### src/rtl/frv_dmem_arbiter.sv
// ---------------------------------------------------------------------------
// frv_dmem_arbiter
//
// Two-port data-memory arbiter. Port 0 (LSU) and port 1 (secondary
// requester) share a single downstream dmem interface. The request path is
// purely combinational. An ID FIFO records which port each granted
// transaction came from, so in-order responses can be routed back to the
// right port.
//
// Configuration:
//   FRV_DMEM_ARB_RR_EN  defined   -> round-robin arbitration on contention
//                       undefined -> fixed priority, port 0 wins contention
//
// Parameters:
//   OUTSTANDING  maximum granted-but-unanswered transactions (power of 2, >=2)
//
// Ports:
//   g_clk, g_reset                        clock, synchronous active-high reset
//   pN_req/wen/strb/addr/wdata (in)       port N request fields
//   pN_gnt (out)                          port N request accepted downstream
//   pN_recv/error/rdata (out), pN_ack(in) port N response channel
//   dmem_req/wen/strb/addr/wdata (out)    downstream request fields
//   dmem_gnt (in)                         downstream request accepted
//   dmem_recv/error/rdata (in)            downstream response
//   dmem_ack (out)                        downstream response accepted
// ---------------------------------------------------------------------------
module frv_dmem_arbiter #(
    parameter int OUTSTANDING = 2
) (
    input  logic        g_clk,
    input  logic        g_reset,

    input  logic        p0_req,
    input  logic        p0_wen,
    input  logic [3:0]  p0_strb,
    input  logic [31:0] p0_addr,
    input  logic [31:0] p0_wdata,
    output logic        p0_gnt,
    output logic        p0_recv,
    output logic        p0_error,
    output logic [31:0] p0_rdata,
    input  logic        p0_ack,

    input  logic        p1_req,
    input  logic        p1_wen,
    input  logic [3:0]  p1_strb,
    input  logic [31:0] p1_addr,
    input  logic [31:0] p1_wdata,
    output logic        p1_gnt,
    output logic        p1_recv,
    output logic        p1_error,
    output logic [31:0] p1_rdata,
    input  logic        p1_ack,

    output logic        dmem_req,
    output logic        dmem_wen,
    output logic [3:0]  dmem_strb,
    output logic [31:0] dmem_addr,
    output logic [31:0] dmem_wdata,
    input  logic        dmem_gnt,
    input  logic        dmem_recv,
    input  logic        dmem_error,
    input  logic [31:0] dmem_rdata,
    output logic        dmem_ack
);

    localparam int PW = $clog2(OUTSTANDING);
    localparam int CW = PW + 1;

    logic                   lock_q;     // previous request stalled: hold sel
    logic                   sel_q;      // port selected on the previous cycle
    logic                   sel;        // port selected this cycle
    logic                   contend_pick;
    logic                   sel_req;
    logic                   push;
    logic                   pop;
    logic                   full;
    logic                   empty;
    logic                   head_id;
    logic [OUTSTANDING-1:0] id_mem;
    logic [PW-1:0]          wr_ptr;
    logic [PW-1:0]          rd_ptr;
    logic [CW-1:0]          count;

    assign full    = (count == CW'(OUTSTANDING));
    assign empty   = (count == '0);
    assign head_id = id_mem[rd_ptr];

`ifdef FRV_DMEM_ARB_RR_EN
    // Favoured port on contention; flips to the other port after each grant.
    logic prio_q;

    always_ff @(posedge g_clk) begin
        if (g_reset)
            prio_q <= 1'b0;
        else if (push)
            prio_q <= ~sel;
    end

    assign contend_pick = prio_q;
`else
    assign contend_pick = 1'b0;
`endif

    // NOTE: every signal written in always_comb gets a default first so no
    // path leaves it unassigned and no latch is inferred.
    always_comb begin
        sel = 1'b0;
        if (lock_q)
            sel = sel_q;
        else if (p0_req && p1_req)
            sel = contend_pick;
        else if (p1_req)
            sel = 1'b1;
    end

    assign sel_req  = sel ? p1_req : p0_req;
    // A full FIFO blocks the push even if a pop happens this cycle.
    assign dmem_req = sel_req && !full && !g_reset;
    assign push     = dmem_req && dmem_gnt;
    assign pop      = !empty && dmem_recv && dmem_ack;

    always_comb begin
        dmem_wen   = 1'b0;
        dmem_strb  = 4'h0;
        dmem_addr  = 32'h0;
        dmem_wdata = 32'h0;
        dmem_ack   = 1'b0;
        p0_gnt     = 1'b0;
        p0_recv    = 1'b0;
        p0_error   = 1'b0;
        p0_rdata   = 32'h0;
        p1_gnt     = 1'b0;
        p1_recv    = 1'b0;
        p1_error   = 1'b0;
        p1_rdata   = 32'h0;
        if (!g_reset) begin
            dmem_wen   = sel ? p1_wen   : p0_wen;
            dmem_strb  = sel ? p1_strb  : p0_strb;
            dmem_addr  = sel ? p1_addr  : p0_addr;
            dmem_wdata = sel ? p1_wdata : p0_wdata;
            p0_gnt     = push && !sel;
            p1_gnt     = push &&  sel;
            // Responses with nothing outstanding are dropped silently.
            if (!empty) begin
                if (head_id) begin
                    p1_recv  = dmem_recv;
                    p1_error = dmem_error;
                    p1_rdata = dmem_rdata;
                    dmem_ack = p1_ack;
                end else begin
                    p0_recv  = dmem_recv;
                    p0_error = dmem_error;
                    p0_rdata = dmem_rdata;
                    dmem_ack = p0_ack;
                end
            end
        end
    end

    // NOTE: sequential state uses non-blocking assignments so every register
    // samples the pre-edge values regardless of statement order.
    always_ff @(posedge g_clk) begin
        if (g_reset) begin
            lock_q <= 1'b0;
            sel_q  <= 1'b0;
            wr_ptr <= '0;
            rd_ptr <= '0;
            count  <= '0;
        end else begin
            // Set on a stalled request, cleared on the accepting cycle.
            lock_q <= dmem_req && !dmem_gnt;
            sel_q  <= sel;
            if (push)
                wr_ptr <= wr_ptr + 1'b1;
            if (pop)
                rd_ptr <= rd_ptr + 1'b1;
            case ({push, pop})
                2'b10:   count <= count + 1'b1;
                2'b01:   count <= count - 1'b1;
                default: count <= count;
            endcase
        end
    end

    // NOTE: ID storage is not reset; count==0 makes stale entries unreachable.
    always_ff @(posedge g_clk) begin
        if (push)
            id_mem[wr_ptr] <= sel;
    end

endmodule

### config.mk
export PLATFORM = sky130hd
export DESIGN_NAME = frv_dmem_arbiter
export DESIGN_NICKNAME = d
export VERILOG_FILES = /design/src/rtl/frv_dmem_arbiter.sv
export SDC_FILE = /design/constraint.sdc
export NUM_CORES = 1
export LEC_CHECK = 0
export BUFFER_PORTS_ARGS = -buffer_cell sky130_fd_sc_hd__buf_2
export CORE_AREA = 8 8 119 121
export CTS_BUF_LIST = sky130_fd_sc_hd__clkbuf_4 sky130_fd_sc_hd__clkbuf_8
export CTS_CLUSTER_SIZE = 10
export DETAILED_ROUTE_END_ITERATION = 8
export DIE_AREA = 0 0 127 129
export PLACE_DENSITY = 0.48
export SETUP_SLACK_MARGIN = 0.2
export SLEW_MARGIN = 10
export SYNTH_ARGS = -nofsm -noshare
export SYNTH_HDL_FRONTEND = slang
export SYNTH_SLANG_ARGS = --single-unit
### constraint.sdc
create_clock -name g_clk -period 4.4 [get_ports g_clk]
set_clock_uncertainty 0.2 [all_clocks]
set_input_delay 0.66 -clock g_clk [delete_from_list [all_inputs] [get_ports g_clk]]
set_output_delay 0.66 -clock g_clk [all_outputs]
set_load 0.02 [all_outputs]
After elaboration in Yosys (flattened, before gate mapping)
Index checks and enable logic that the tools add are counted.
{"block": "totals", "register_bits": 8, "latchBits": 0, "ram_bits": 0, "mem_bits_ro": 0, "in_bits": 179, "out_inout_bits": 141, "word_cells": 74, "memories": 0}
{"block": "classes", "n_addsub": 4, "multipliers": 0, "div_mod_pow": 0, "n_lt_le_gt_ge": 3, "n_eq_ne": 3, "shift": 0, "n_mux": 41, "bitwise": 0, "n_reduce_logical": 17}
{"op": "$mux 32", "count": 10}
{"op": "$mux 1", "count": 26}
{"op": "$logic_and 1x1->1", "count": 10}
{"op": "$mux 4", "count": 2}
{"op": "$logic_not 1->1", "count": 5}
{"op": "$eq 2x2->1 const B", "count": 2}
{"op": "$lt 1x2->1 const B", "count": 2}
{"op": "$pmux 2 s2", "count": 1}
{"op": "$add 1x1->1 const B", "count": 2}
{"op": "$add 2x1->2 const B", "count": 1}
{"op": "$bwmux 2", "count": 1}
{"op": "$eq 2x1->1 const B", "count": 1}
{"op": "$logic_not 2->1", "count": 1}
{"op": "$reduce_bool 2->1", "count": 1}
{"op": "$sub 2x1->2 const B", "count": 1}
{"op": "$demux 1 s1", "count": 1}
{"op": "$ge 1x1->1 const B", "count": 1}

Logic depth before layout (Yosys ltp)
{"block": "logic_depth", "depth_word": 9, "mapped_depth": 8, "ltp_nobuf": 8}

Worst setup path before layout
Ideal clock, no wire load.
{"block": "synth_timing", "kind": "input -> output", "startpoint": "input p0_req", "endpoint": "output p1_gnt", "arrival_time_ps": 1736, "required_ps": 3540, "setup_slack_ps": 1804, "path_stages": 5, "path_buffers": 2, "cell_sequence": "nand2b_1 o21a_1 buf_6 clkbuf_1 nor3_1"}
{"block": "synth_between", "elab_chain_cells": 9}
{"element": "from (decl)", "line_no": "33", "text": "input logic p0_req,"}
{"element": "$logic_and 1x1->1", "line_no": "111", "text": "else if (p0_req && p1_req)"}
{"element": "$mux 1", "line_no": "111"}
{"element": "$mux 1", "line_no": "109", "text": "if (lock_q)"}
{"element": "$mux 1", "line_no": "117", "text": "assign sel_req = sel ? p1_req : p0_req;"}
{"element": "$logic_and 1x1->1 (2 in series)", "line_no": "119", "text": "assign dmem_req = sel_req && !full && !g_reset;"}
{"element": "$logic_and 1x1->1", "line_no": "120", "text": "assign push = dmem_req && dmem_gnt;"}
{"element": "$logic_and 1x1->1 (*)", "line_no": "143", "text": "p1_gnt = push && sel;"}
{"element": "$mux 1 (*)", "line_no": "137", "text": "if (!g_reset) begin"}
{"element": "to (decl)", "line_no": "49", "text": "output logic p1_gnt,"}
Mark *: on every way between the ends. The rest lies on a longest branch, timed or not.

Worst setup path after layout
{"block": "layout_timing", "startpoint": "input p0_req", "endpoint": "output dmem_addr[28]"}
{"block": "layout_between", "elab_chain_cells": 5}
{"element": "$logic_and 1x1->1", "line_no": "111"}
{"element": "$mux 1", "line_no": "111"}
{"element": "$mux 1", "line_no": "109"}
{"element": "$mux 32", "line_no": "140", "text": "dmem_addr = sel ? p1_addr : p0_addr;"}
{"element": "$mux 32", "line_no": "137"}
{"element": "to (decl)", "line_no": "58", "text": "output logic [31:0] dmem_addr,"}
Every way passes these cells.

==> impl_metrics.tcl <==
set metrics [dict create \
    outcome "finished clean" \
    final_cell_count_no_fill 795 \
    numCtsBuffers 3 \
    drtPass1Iterations 4 \
    leakagePower_uw 0.002367 \
    clockPowerShare 0.178 \
    synth_compound_area_frac 0.2106 \
    path_cells "buf_2 -> nand2b_1 -> o21a_2 -> inv_4 -> nand2_1 -> a21oi_1 -> buf_2" \
    dpl.cell_count 791 \
    p_int_uw 293.8 \
    crit_path_frequent_cell "buf_2" \
    p_sw_frac 0.4639 \
    area_delta_synth_final_pct 85.71 \
    synth_top_family_by_area "simple AND/OR/NAND/NOR gates" \
    diodes 0 \
    crit_arrival_ps 2190 \
    timing.max_cap.violations 0 \
    clockRootBuffer "clkbuf_8" \
    synthFlopType "dfxtp_1" \
    ys_seq_area_frac 0.09272 \
    yosys-top-cells-area "nand2_1 (27%), a21oi_1 (18%), and2_1 (11%)" \
    required_ps 3540 \
    max_clock_freq_ghz 0.3280 \
    route.detailed.drc 0 \
    grt_overflow 0 \
    cp_slowest_cell "inv_4" \
    antenna_found_initial 0 \
    grt_pass1_wl_um 18030 \
    clock_path_buffers 2 \
    cts_resized 0 \
    pin_count 320 \
    wire_per_inst_um 15.38 \
    drtIter0Drc 101 \
    fp.dieH_um 129 \
    p_seq_frac 0.157 \
    vdd_drop_max_mv 0.05311 \
    rows 41 \
    fillerInstances 1410 \
    switching_power_uw 254.3 \
    core_um2 12310 \
    post-synth-top-count-cell "nand2_1" \
    cp-end-kind "output pin" \
    path_depth 7 \
    tightest_slew_ps 864.5 \
    syn_area_um2 1943 \
    synthTopCellsByCount "nand2_1 (139), a21oi_1 (71), and2_1 (34), and3_1 (31), clkbuf_1 (21)" \
    numClockSinks 8 \
    cts_setup_buffers 0 \
    htreeDepth 1 \
    ys_ff_latch 8 \
    synth_edf_count 2 \
    synth_xor_area_frac 0.009015 \
    power_density_nw_per_um2 151.9 \
    ant_nets 0 \
    syn_inst 352 \
    startpoint_type "input port" \
    hold_buffers 0 \
    final_nets 826 \
    slew-limit-headroom 0.4113 \
    fin_crit_sh 0.6930 \
    grt_max_degree 76 \
    die_w_um 127 \
    synth_mux_area_frac 0.02189 \
    synth.top_cell.area_share 0.2685 \
    critical_path_class "in2out" \
    synth_fa_ha_area_frac 0.006439 \
    gp_congestion 0.8741 \
    r2r_start "rd_ptr$_SDFFE_PP0P_" \
    setup_viol 0 \
    endpoint "dmem_addr[28]" \
    yosys_warnings 0 \
    min_period_ps 3049 \
    ff2ff_path_depth 7 \
    via_per_inst 4.323 \
    finalSetupTns_ps 0 \
    routed_wirelength_um 12230 \
    cp-startpoint "p0_req" \
    rrSetupSlack_ps 1720 \
    grt_setup_unrepaired "false" \
    track_usage 0.1330 \
    io_buffers 319 \
    syn_nets 532 \
    yosysTopAreaCell "nand2_1" \
    synth.distinct_cells 35 \
    syn_avg_cell_area_um2 5.520 \
    critical_path.max_stage_delay_ps 490 \
    crit_buf_inv 3 \
    dr_total_vias 3437 \
    dieArea_um2 16380 \
    clk_pin_slew_ps 40 \
    synthArstFlopShare 0 \
    maxSlewViolCount 0 \
    final_hold_viol_count 0 \
    combPwrFrac 0.666 \
    hold_path.class "reg2reg" \
    dp_hpwl_um 10380 \
    drive_gt1_frac 0.5256 \
    grt_pass1_vias 3575 \
    cts_tree "done" \
    initial_core_util 0.1578 \
    r2r_end "count[1]$_SDFFE_PP0P_" \
    synth-simple-area-share 0.5576 \
    critPathMaxFanout 72 \
    insertion_delay_ps 220 \
    crit_family "buffers and inverters" \
]
## worst min path at each step
stage / startpoint / end / slack, ps / depth (start not counted)
2_1_floorplan: wr_ptr$_SDFFE_PP0N_ / wr_ptr$_SDFFE_PP0N_ / 250 / 1
3_3_place_gp: wr_ptr$_SDFFE_PP0N_ / wr_ptr$_SDFFE_PP0N_ / 260 / 1
3_5_place_dp: wr_ptr$_SDFFE_PP0N_ / wr_ptr$_SDFFE_PP0N_ / 280 / 1
4_1_cts: wr_ptr$_SDFFE_PP0N_ / wr_ptr$_SDFFE_PP0N_ / 290 / 1
5_1_grt: wr_ptr$_SDFFE_PP0N_ / wr_ptr$_SDFFE_PP0N_ / 330 / 1
6_report: wr_ptr$_SDFFE_PP0N_ / wr_ptr$_SDFFE_PP0N_ / 290 / 1
## layer usage
layer,track usage,part of all wire,routed length [um]
met1,0.1305,0.37,4511
met2,0.2534,0.50,6098
met3,0.05461,0.12,1438
met4,0.03359,0.015,181
met5,0,0,0
## stage by stage
stage	worst slack, ps	util	hold slack (ps)	area, um^2	power [uW]
final	1351	0.2931	286.1	3608	548.1
after global routing	1200	0.2931	333.5	3608	594.7
after CTS	1303	0.2931	287.2	3608	557.7
after detailed placement	1314	0.2891	277.1	3560	457.2
after global placement	1353	0.2891	262.0	3560	454.1
after floorplan	1804	-	246.1	1943	299.8
## power by group through the flow
| stage | clock network (uW) | logic [uW] | registers (uW) |
|---|---|---|---|
| after floorplan | 0 | 214 | 86.0 |
| after global placement | 0 | 367 | 86.9 |
| after detailed placement | 0 | 370 | 87.1 |
| after CTS | 99.9 | 372 | 85.9 |
| after global routing | 104 | 404 | 86.6 |
| final | 97.4 | 365 | 85.9 |
## final cells by class
type,instances,area [um^2],share of cell area
Multi-Input combinational cell,309,1567,0.4341
Clock buffer,4,48.80,0.01352
Sequential cell,8,180.2,0.04993
Tap cell,150,187.7,0.05201
Timing Repair Buffer,321,1612,0.4466
Inverter,3,13.76,0.003814
## cells by family (layout without fill, tap and decap cells)
logic type / Yosys count / in the layout
DFF: 8 / 8
xor gates and xnor gates: 2 / 2
AOI/OAI and AO/OA: 77 / 77
buffers and inverters: 35 / 328
and+or+nand+nor: 226 / 226
muxes: 3 / 3
adders and majority gates: 1 / 1
## cells in the final DEF (no fill, tap or decap), types with 2 or more instances in the layout
cell type,synthesis,routed
and3_1,31,31
and3_2,4,4
nand2_1,139,139
clkbuf_8,0,3
and2_1,34,34
nor2b_1,2,2
inv_1,2,2
mux2i_1,2,2
edfxtp_1,2,2
nor2_1,4,4
buf_2,0,319
dfxtp_1,6,6
a21oi_1,71,71
buf_4,0,2
nand2b_1,3,3
## sequential cells by signal (all words and copies together), names as in the netlist
name    cells
wr_ptr      1
sel_q       1
rd_ptr      1
count       2
lock_q      1
id_mem      2
No activity file was read; power rests on OpenSTA's default activity.
